==> config.mk <==
export PLATFORM = sky130hd
export DESIGN_NAME = mdu_iter_unit
export DESIGN_NICKNAME = d
export VERILOG_FILES = /design/src/rtl/mdu_pkg.sv /design/src/rtl/mdu_divider.sv /design/src/rtl/mdu_iter_unit.sv
export SDC_FILE = /design/constraint.sdc
export NUM_CORES = 2
export LEC_CHECK = 0
export BUFFER_PORTS_ARGS = -buffer_cell sky130_fd_sc_hd__buf_4
export CAP_MARGIN = 0
export CORE_MARGIN = 3
export CORE_UTILIZATION = 40
export CTS_CLUSTER_SIZE = 20
export DETAILED_ROUTE_END_ITERATION = 10
export HOLD_SLACK_MARGIN = 0.08
export SYNTH_ARGS = -nofsm -noshare
export SYNTH_HDL_FRONTEND = slang
export SYNTH_SLANG_ARGS = --single-unit
==> constraint.sdc <==
create_clock -name clk -period 4.6 [get_ports clk]
set_input_delay 0.46 -clock clk [delete_from_list [all_inputs] [get_ports clk]]
set_output_delay 0.46 -clock clk [all_outputs]
set_load 0.02 [all_outputs]
==> src/rtl/mdu_pkg.sv <==
// Shared op codes, FSM state encoding and op classification for the MDU.
package mdu_pkg;

  localparam int unsigned OP_W = 4;

  localparam logic [OP_W-1:0] MD_NOP   = 4'd0;
  localparam logic [OP_W-1:0] MD_MULT  = 4'd1;
  localparam logic [OP_W-1:0] MD_MULTU = 4'd2;
  localparam logic [OP_W-1:0] MD_DIV   = 4'd3;
  localparam logic [OP_W-1:0] MD_DIVU  = 4'd4;
  localparam logic [OP_W-1:0] MD_MADD  = 4'd5;
  localparam logic [OP_W-1:0] MD_MADDU = 4'd6;
  localparam logic [OP_W-1:0] MD_MSUB  = 4'd7;
  localparam logic [OP_W-1:0] MD_MSUBU = 4'd8;
  localparam logic [OP_W-1:0] MD_MTHI  = 4'd9;
  localparam logic [OP_W-1:0] MD_MTLO  = 4'd10;

  typedef enum logic [1:0] {
    IDLE = 2'd0,
    MUL  = 2'd1,
    DIV  = 2'd2,
    DFIX = 2'd3
  } mdu_state_e;

  typedef struct packed {
    logic is_mul;
    logic is_div;
    logic is_signed;
    logic is_acc;
    logic is_sub;
    logic is_mthi;
    logic is_mtlo;
  } op_class_t;

  // Decode an op code into its class flags; unknown codes decode to all-zero (NOP).
  function automatic op_class_t classify(input logic [OP_W-1:0] op);
    op_class_t c;
    c = '0;
    case (op)
      MD_MULT:  begin c.is_mul = 1'b1; c.is_signed = 1'b1; end
      MD_MULTU: begin c.is_mul = 1'b1; end
      MD_DIV:   begin c.is_div = 1'b1; c.is_signed = 1'b1; end
      MD_DIVU:  begin c.is_div = 1'b1; end
      MD_MADD:  begin c.is_mul = 1'b1; c.is_signed = 1'b1; c.is_acc = 1'b1; end
      MD_MADDU: begin c.is_mul = 1'b1; c.is_acc = 1'b1; end
      MD_MSUB:  begin c.is_mul = 1'b1; c.is_signed = 1'b1; c.is_acc = 1'b1; c.is_sub = 1'b1; end
      MD_MSUBU: begin c.is_mul = 1'b1; c.is_acc = 1'b1; c.is_sub = 1'b1; end
      MD_MTHI:  begin c.is_mthi = 1'b1; end
      MD_MTLO:  begin c.is_mtlo = 1'b1; end
      default:  c = '0;
    endcase
    return c;
  endfunction

endpackage

==> src/rtl/mdu_divider.sv <==
// Iterative restoring divider on unsigned magnitudes: one quotient bit per cycle.
module mdu_divider
  import mdu_pkg::*;
#(
  parameter int unsigned WIDTH = 32
) (
  input  logic             clk,
  input  logic             reset,
  input  logic             start,
  input  logic             kill,
  input  logic [WIDTH-1:0] dividend,
  input  logic [WIDTH-1:0] divisor,
  output logic [WIDTH-1:0] quot,
  output logic [WIDTH-1:0] rem,
  output logic             done_c
);

  localparam int unsigned CNT_W = $clog2(WIDTH);

  logic [WIDTH-1:0] rem_q;
  logic [WIDTH-1:0] quot_q;
  logic [WIDTH-1:0] dvs_q;
  logic [CNT_W-1:0] cnt_q;
  logic             active_q;

  logic [WIDTH:0]   shifted;
  logic             fits;
  logic [WIDTH-1:0] diff;

  // Trial subtraction; when it fits the true difference is below the divisor, so W bits suffice.
  always_comb begin
    shifted = {rem_q, quot_q[WIDTH-1]};
    fits    = (shifted >= {1'b0, dvs_q});
    diff    = shifted[WIDTH-1:0] - dvs_q;
    done_c  = active_q && (cnt_q == CNT_W'(WIDTH - 1));
  end

  // Remainder/quotient shift register and bit counter.
  always_ff @(posedge clk or negedge reset) begin
    if (!reset) begin
      rem_q    <= '0;
      quot_q   <= '0;
      dvs_q    <= '0;
      cnt_q    <= '0;
      active_q <= 1'b0;
    end else if (kill) begin
      cnt_q    <= '0;
      active_q <= 1'b0;
    end else if (start) begin
      rem_q    <= '0;
      quot_q   <= dividend;
      dvs_q    <= divisor;
      cnt_q    <= '0;
      active_q <= 1'b1;
    end else if (active_q) begin
      rem_q  <= fits ? diff : shifted[WIDTH-1:0];
      quot_q <= {quot_q[WIDTH-2:0], fits};
      if (done_c) begin
        cnt_q    <= '0;
        active_q <= 1'b0;
      end else begin
        cnt_q <= cnt_q + CNT_W'(1);
      end
    end
  end

  assign quot = quot_q;
  assign rem  = rem_q;

endmodule

==> src/rtl/mdu_iter_unit.sv <==
// Multiply/divide unit owning HI/LO: delayed multiply/MAC path, iterative divider, flush support.
module mdu_iter_unit
  import mdu_pkg::*;
#(
  parameter int unsigned WIDTH   = 32,
  parameter int unsigned MUL_LAT = 5
) (
  input  logic             clk,
  input  logic             reset,
  input  logic             start,
  input  logic [OP_W-1:0]  op,
  input  logic [WIDTH-1:0] rs_val,
  input  logic [WIDTH-1:0] rt_val,
  input  logic             flush,
  output logic             busy,
  output logic [WIDTH-1:0] hi,
  output logic [WIDTH-1:0] lo
);

  localparam int unsigned DW    = 2 * WIDTH;
  localparam int unsigned CNT_W = 4;

  mdu_state_e       state_q, state_d;
  logic             busy_q, busy_d;
  logic [WIDTH-1:0] hi_q, hi_d, lo_q, lo_d;
  logic [CNT_W-1:0] cnt_q, cnt_d;
  logic [DW-1:0]    prod_q, prod_d;
  logic             acc_q, acc_d, sub_q, sub_d;
  logic             qneg_q, qneg_d, rneg_q, rneg_d, dz_q, dz_d;

  op_class_t        cls;
  logic             accept;
  logic [DW-1:0]    ext_a, ext_b, prod_c, hilo, mul_res;
  logic [WIDTH-1:0] mag_a, mag_b, q_fix, r_fix;
  logic [WIDTH-1:0] div_quot, div_rem;
  logic             div_start_c, div_kill_c, div_done_c;

  // Operand conditioning: extension for the multiplier, magnitudes for the divider.
  always_comb begin
    cls     = classify(op);
    accept  = start && !flush && (state_q == IDLE);
    ext_a   = cls.is_signed ? {{WIDTH{rs_val[WIDTH-1]}}, rs_val} : {{WIDTH{1'b0}}, rs_val};
    ext_b   = cls.is_signed ? {{WIDTH{rt_val[WIDTH-1]}}, rt_val} : {{WIDTH{1'b0}}, rt_val};
    prod_c  = ext_a * ext_b;
    mag_a   = (cls.is_signed && rs_val[WIDTH-1]) ? -rs_val : rs_val;
    mag_b   = (cls.is_signed && rt_val[WIDTH-1]) ? -rt_val : rt_val;
    hilo    = {hi_q, lo_q};
    mul_res = !acc_q ? prod_q : (sub_q ? hilo - prod_q : hilo + prod_q);
    q_fix   = qneg_q ? -div_quot : div_quot;
    r_fix   = rneg_q ? -div_rem : div_rem;
  end

  mdu_divider #(.WIDTH(WIDTH)) u_div (
    .clk      (clk),
    .reset    (reset),
    .start    (div_start_c),
    .kill     (div_kill_c),
    .dividend (mag_a),
    .divisor  (mag_b),
    .quot     (div_quot),
    .rem      (div_rem),
    .done_c   (div_done_c)
  );

  // Next-state and datapath control; flush overrides everything while an op is in flight.
  always_comb begin
    state_d     = state_q;
    busy_d      = busy_q;
    hi_d        = hi_q;
    lo_d        = lo_q;
    cnt_d       = cnt_q;
    prod_d      = prod_q;
    acc_d       = acc_q;
    sub_d       = sub_q;
    qneg_d      = qneg_q;
    rneg_d      = rneg_q;
    dz_d        = dz_q;
    div_start_c = 1'b0;
    div_kill_c  = 1'b0;

    case (state_q)
      IDLE: begin
        if (accept) begin
          if (cls.is_mthi) begin
            hi_d = rs_val;
          end else if (cls.is_mtlo) begin
            lo_d = rs_val;
          end else if (cls.is_mul) begin
            state_d = MUL;
            busy_d  = 1'b1;
            prod_d  = prod_c;
            acc_d   = cls.is_acc;
            sub_d   = cls.is_sub;
            cnt_d   = CNT_W'(MUL_LAT - 1);
          end else if (cls.is_div) begin
            busy_d = 1'b1;
            qneg_d = cls.is_signed && (rs_val[WIDTH-1] ^ rt_val[WIDTH-1]);
            rneg_d = cls.is_signed && rs_val[WIDTH-1];
            if (rt_val == '0) begin
              // Divide by zero skips the iterations; the dividend is parked in prod_q for HI.
              state_d = DFIX;
              dz_d    = 1'b1;
              prod_d  = {{WIDTH{1'b0}}, rs_val};
            end else begin
              state_d     = DIV;
              dz_d        = 1'b0;
              div_start_c = 1'b1;
            end
          end
        end
      end
      MUL: begin
        if (cnt_q == '0) begin
          state_d      = IDLE;
          busy_d       = 1'b0;
          {hi_d, lo_d} = mul_res;
        end else begin
          cnt_d = cnt_q - CNT_W'(1);
        end
      end
      DIV: begin
        if (div_done_c) state_d = DFIX;
      end
      DFIX: begin
        state_d = IDLE;
        busy_d  = 1'b0;
        if (dz_q) begin
          hi_d = prod_q[WIDTH-1:0];
          lo_d = '1;
        end else begin
          hi_d = r_fix;
          lo_d = q_fix;
        end
      end
      default: begin
        state_d = IDLE;
        busy_d  = 1'b0;
      end
    endcase

    if (flush && (state_q != IDLE)) begin
      state_d    = IDLE;
      busy_d     = 1'b0;
      cnt_d      = '0;
      hi_d       = hi_q;
      lo_d       = lo_q;
      div_kill_c = 1'b1;
    end
  end

  // State and datapath registers.
  always_ff @(posedge clk or negedge reset) begin
    if (!reset) begin
      state_q <= IDLE;
      busy_q  <= 1'b0;
      hi_q    <= '0;
      lo_q    <= '0;
      cnt_q   <= '0;
      prod_q  <= '0;
      acc_q   <= 1'b0;
      sub_q   <= 1'b0;
      qneg_q  <= 1'b0;
      rneg_q  <= 1'b0;
      dz_q    <= 1'b0;
    end else begin
      state_q <= state_d;
      busy_q  <= busy_d;
      hi_q    <= hi_d;
      lo_q    <= lo_d;
      cnt_q   <= cnt_d;
      prod_q  <= prod_d;
      acc_q   <= acc_d;
      sub_q   <= sub_d;
      qneg_q  <= qneg_d;
      rneg_q  <= rneg_d;
      dz_q    <= dz_d;
    end
  end

  assign busy = busy_q;
  assign hi   = hi_q;
  assign lo   = lo_q;

endmodule

==> impl_metrics.env <==
export IMPL_crit_buf_inv=9
export IMPL_yosys_top_cells_area="fa_1, inv_1, dfrtp_1, ha_1, nand2_1"
export IMPL_place_area_um2=80200
export IMPL_final_design_area_no_fill_um2=86900
export IMPL_clock_path_buffers=3
export IMPL_synth_seq_area_share_pct=8.81
export IMPL_setup_slack_ns=-3.85
export IMPL_initial_core_util_pct=40.4
export IMPL_synth_async_sr_flop_share_pct=100
export IMPL_first_iter_violations=4619
export IMPL_clock_sinks=242
export IMPL_synth_edff_count=0
export IMPL_drive_gt1_share_pct=23.3
export IMPL_grt_pass1_wl_mm=384
export IMPL_worstPathMaxFanout=6
export IMPL_synth_seq_cells=242
export IMPL_overflow=0
export IMPL_grt_pass1_vias=63080
export IMPL_worstSkewPairLatency_ns=0.63
export IMPL_grtUsageTotal_pct=28.7
export IMPL_synth_most_common_cell="inv_1"
export IMPL_via_count=59443
export IMPL_slowest_stage="fa_2"
export IMPL_slew_headroom_pct=1.82
export IMPL_routed_via_density=5.35
export IMPL_required_ns=5.08
export IMPL_syn_area_per_cell_um2=8.63
export IMPL_cp_top_family="adder cells"
export IMPL_die_x_um=421
export IMPL_violations="capacitance limit, setup timing"
export IMPL_finalCriticalPeriod_ns=8.45
export IMPL_cts_tree="done"
export IMPL_final_max_slew_viol_count=0
export IMPL_synth_top_area_share_pct=41.4
export IMPL_grt_use_met2_pct=48.2
export IMPL_core_area_um2=170000
export IMPL_cts_htree_levels=1
export IMPL_cts_root_buffer="clkbuf_16"
export IMPL_critPathLaunchType="input port"
export IMPL_worst_pin_slew_ns=1.46
export IMPL_totalWireLength_mm=253
export IMPL_die_area_um2=177000
export IMPL_drt_pass1_iter_count=8
export IMPL_grt_met3_usage_pct=3.04
export IMPL_num_rows=151
export IMPL_drc=0
export IMPL_synth_top_flop_cell="dfrtp_1"
export IMPL_pin_count=137
export IMPL_crit_path_end_kind="flop"
export IMPL_min_path_type="in2reg"
export IMPL_hold_viol_final=0
export IMPL_clk_pin_slew_worst_paths_ns=0.06
export IMPL_synth_area_um2=68800
export IMPL_drv_cap=1
export IMPL_yosysTopAreaCell="fa_1"
export IMPL_rsz0062_at_grt="true"
export IMPL_max_clock_freq_ghz=0.118
export IMPL_worst_setup_path_type="in2reg"
export IMPL_ys_types=91
export IMPL_ys_warn_count=0
export IMPL_fin_cells=11108
export IMPL_cts_made_buffers=30
export IMPL_grt_max_degree=110
export IMPL_slowest_delay_ns=0.60
export IMPL_period_share_pct=184
export IMPL_status="finished with violations"
export IMPL_fin_skew_ns=0.0367
export IMPL_die_y_um=421
export IMPL_netlist_top_cells_count="inv_1, fa_1, nand2_1, ha_1, clkbuf_1"
export IMPL_dp_cells=10889
export IMPL_met1_usage_pct=36.9
export IMPL_ant_nets=0
export IMPL_grt_busiest_layer="met2"
export IMPL_crit_top_cell="fa_1"
export IMPL_synthCells=7968
export IMPL_syn_to_final_growth_pct=26.4
export IMPL_antenna_found_initial=7
export IMPL_nets=10767
export IMPL_syn_nets=9873
export IMPL_arrival_ns=8.93
export IMPL_port_buffers=136
export IMPL_setup_violations=85
export IMPL_place_gp_congestion=0.988
export IMPL_dp_hpwl_mm=212
export IMPL_wire_per_inst_um=22.8
## metal layers
layer  share of wire [%]  up-vias
li1                    -    26260
met3                 6.5      583
met1                  40    30291
met4                 6.1        2
met5              0.0047        -
met2                  47     2307
## timing repair
| item | 4_1_cts | 5_1_grt |
|---|---|---|
| setup buffers | 85 | 81 |
| hold endpoints to repair | 96 | 0 |
| resized for setup | 494 | 472 |
| endpoints found under the setup margin | 89 | 96 |
| pin swaps | 218 | 338 |
| hold buffers | 1 | 0 |
| gates cloned | 8 | 5 |
## sequential cells by signal, indices dropped and copies added, names as in the netlist
register	count
busy	1
acc_q	1
hi	32
qneg_q	1
rneg_q	1
u_div.quot	32
lo	32
prod_q	64
sub_q	1
cnt_q	4
u_div.dvs_q	32
u_div.active_q	1
state_q	2
dz_q	1
u_div.rem	32
u_div.cnt_q	5
## area by class of cell
class	instances	area, um^2
Multi-Input combinational cell	5592	58300
Clock buffer	43	870
Inverter	1667	6260
Clock inverter	11	169
Sequential cell	242	6060
Antenna cell	6	15.0
Fill cell	15612	83100
Timing Repair Buffer	1329	12500
Tap cell	2218	2780
## per-stage QoR
stage	hold slack, ns	setup TNS, ns	util (%)	worst slack, ns
global route	0.222	-189.61	51.1	-4.10
CTS	0.208	-170.37	49.6	-3.79
global placement	0.471	-230.73	47.2	-4.95
finish	0.219	-173.49	51.1	-3.85
detailed placement	0.476	-233.66	47.2	-5.03
floorplan	0.164	-160.81	-	-4.18
## worst register-to-register path, delay by kind of cell, from the launching register on
family,cells,cell delay (ns)
AND/OR/NAND/NOR,9,2.45
AO/OA/AOI/OAI,6,1.11
XOR/XNOR,1,0.14
adder cells (fa/ha/maj),1,0.39
buffers and inverters,4,0.62
flip-flops,1,0.38
## path summary, 6_finish.rpt
path	from	cells after the start	slack [ns]	endpoint
worst max register to register	prod_q[19]	21	-0.58	hi[31]
min in group asynchronous	reset	2	0.54	lo[2]
worst min register to register	u_div.dvs_q[28]	2	0.48	u_div.dvs_q[28]
worst min-delay path	op[2]	3	0.22	acc_q
max in group asynchronous	reset	3	2.80	dz_q
worst max-delay path	op[3]	33	-3.85	prod_q[59]
## cell families (layout without fill, tap and decap cells)
group	Yosys count	in the layout	share of synthesized area (%)
adders and majority gates	1835	1835	48.9
other	0	6	0
DFF	242	242	8.81
buffers and inverters	2134	3050	11.7
muxes	55	55	0.810
xor gates and xnor gates	380	380	4.85
AOI/OAI and AO/OA	1117	1117	10.2
and+or+nand+nor	2205	2205	14.8
## layout by cell type (no fill, tap or decap), drive strengths merged, types with 8 or more instances in the layout
cell	count
inv	1665
fa	1421
buf	1317
nand2	1108
ha	412
nor2	340
and2	339
o21ai	307
a21oi	301
xnor2	266
dfrtp	242
xor2	114
a21o	82
a31oi	82
nor3	78
and3	53
mux2i	50
nand3	50
clkbuf	48
a211oi	46
nand4	45
nor2b	43
o31ai	42
o21a	35
or3	35
o211ai	31
nand2b	30
nor4	27
o21bai	25
o41ai	16
or4	16
o22ai	13
a221oi	13
or2	12
o221ai	11
a31o	10
nor3b	10
o2111ai	9
o31a	8
clkinv	8
Power is left out: the tool's default activity adds up to more than one toggle a clock period on the data nets, which glitch-free logic cannot reach.
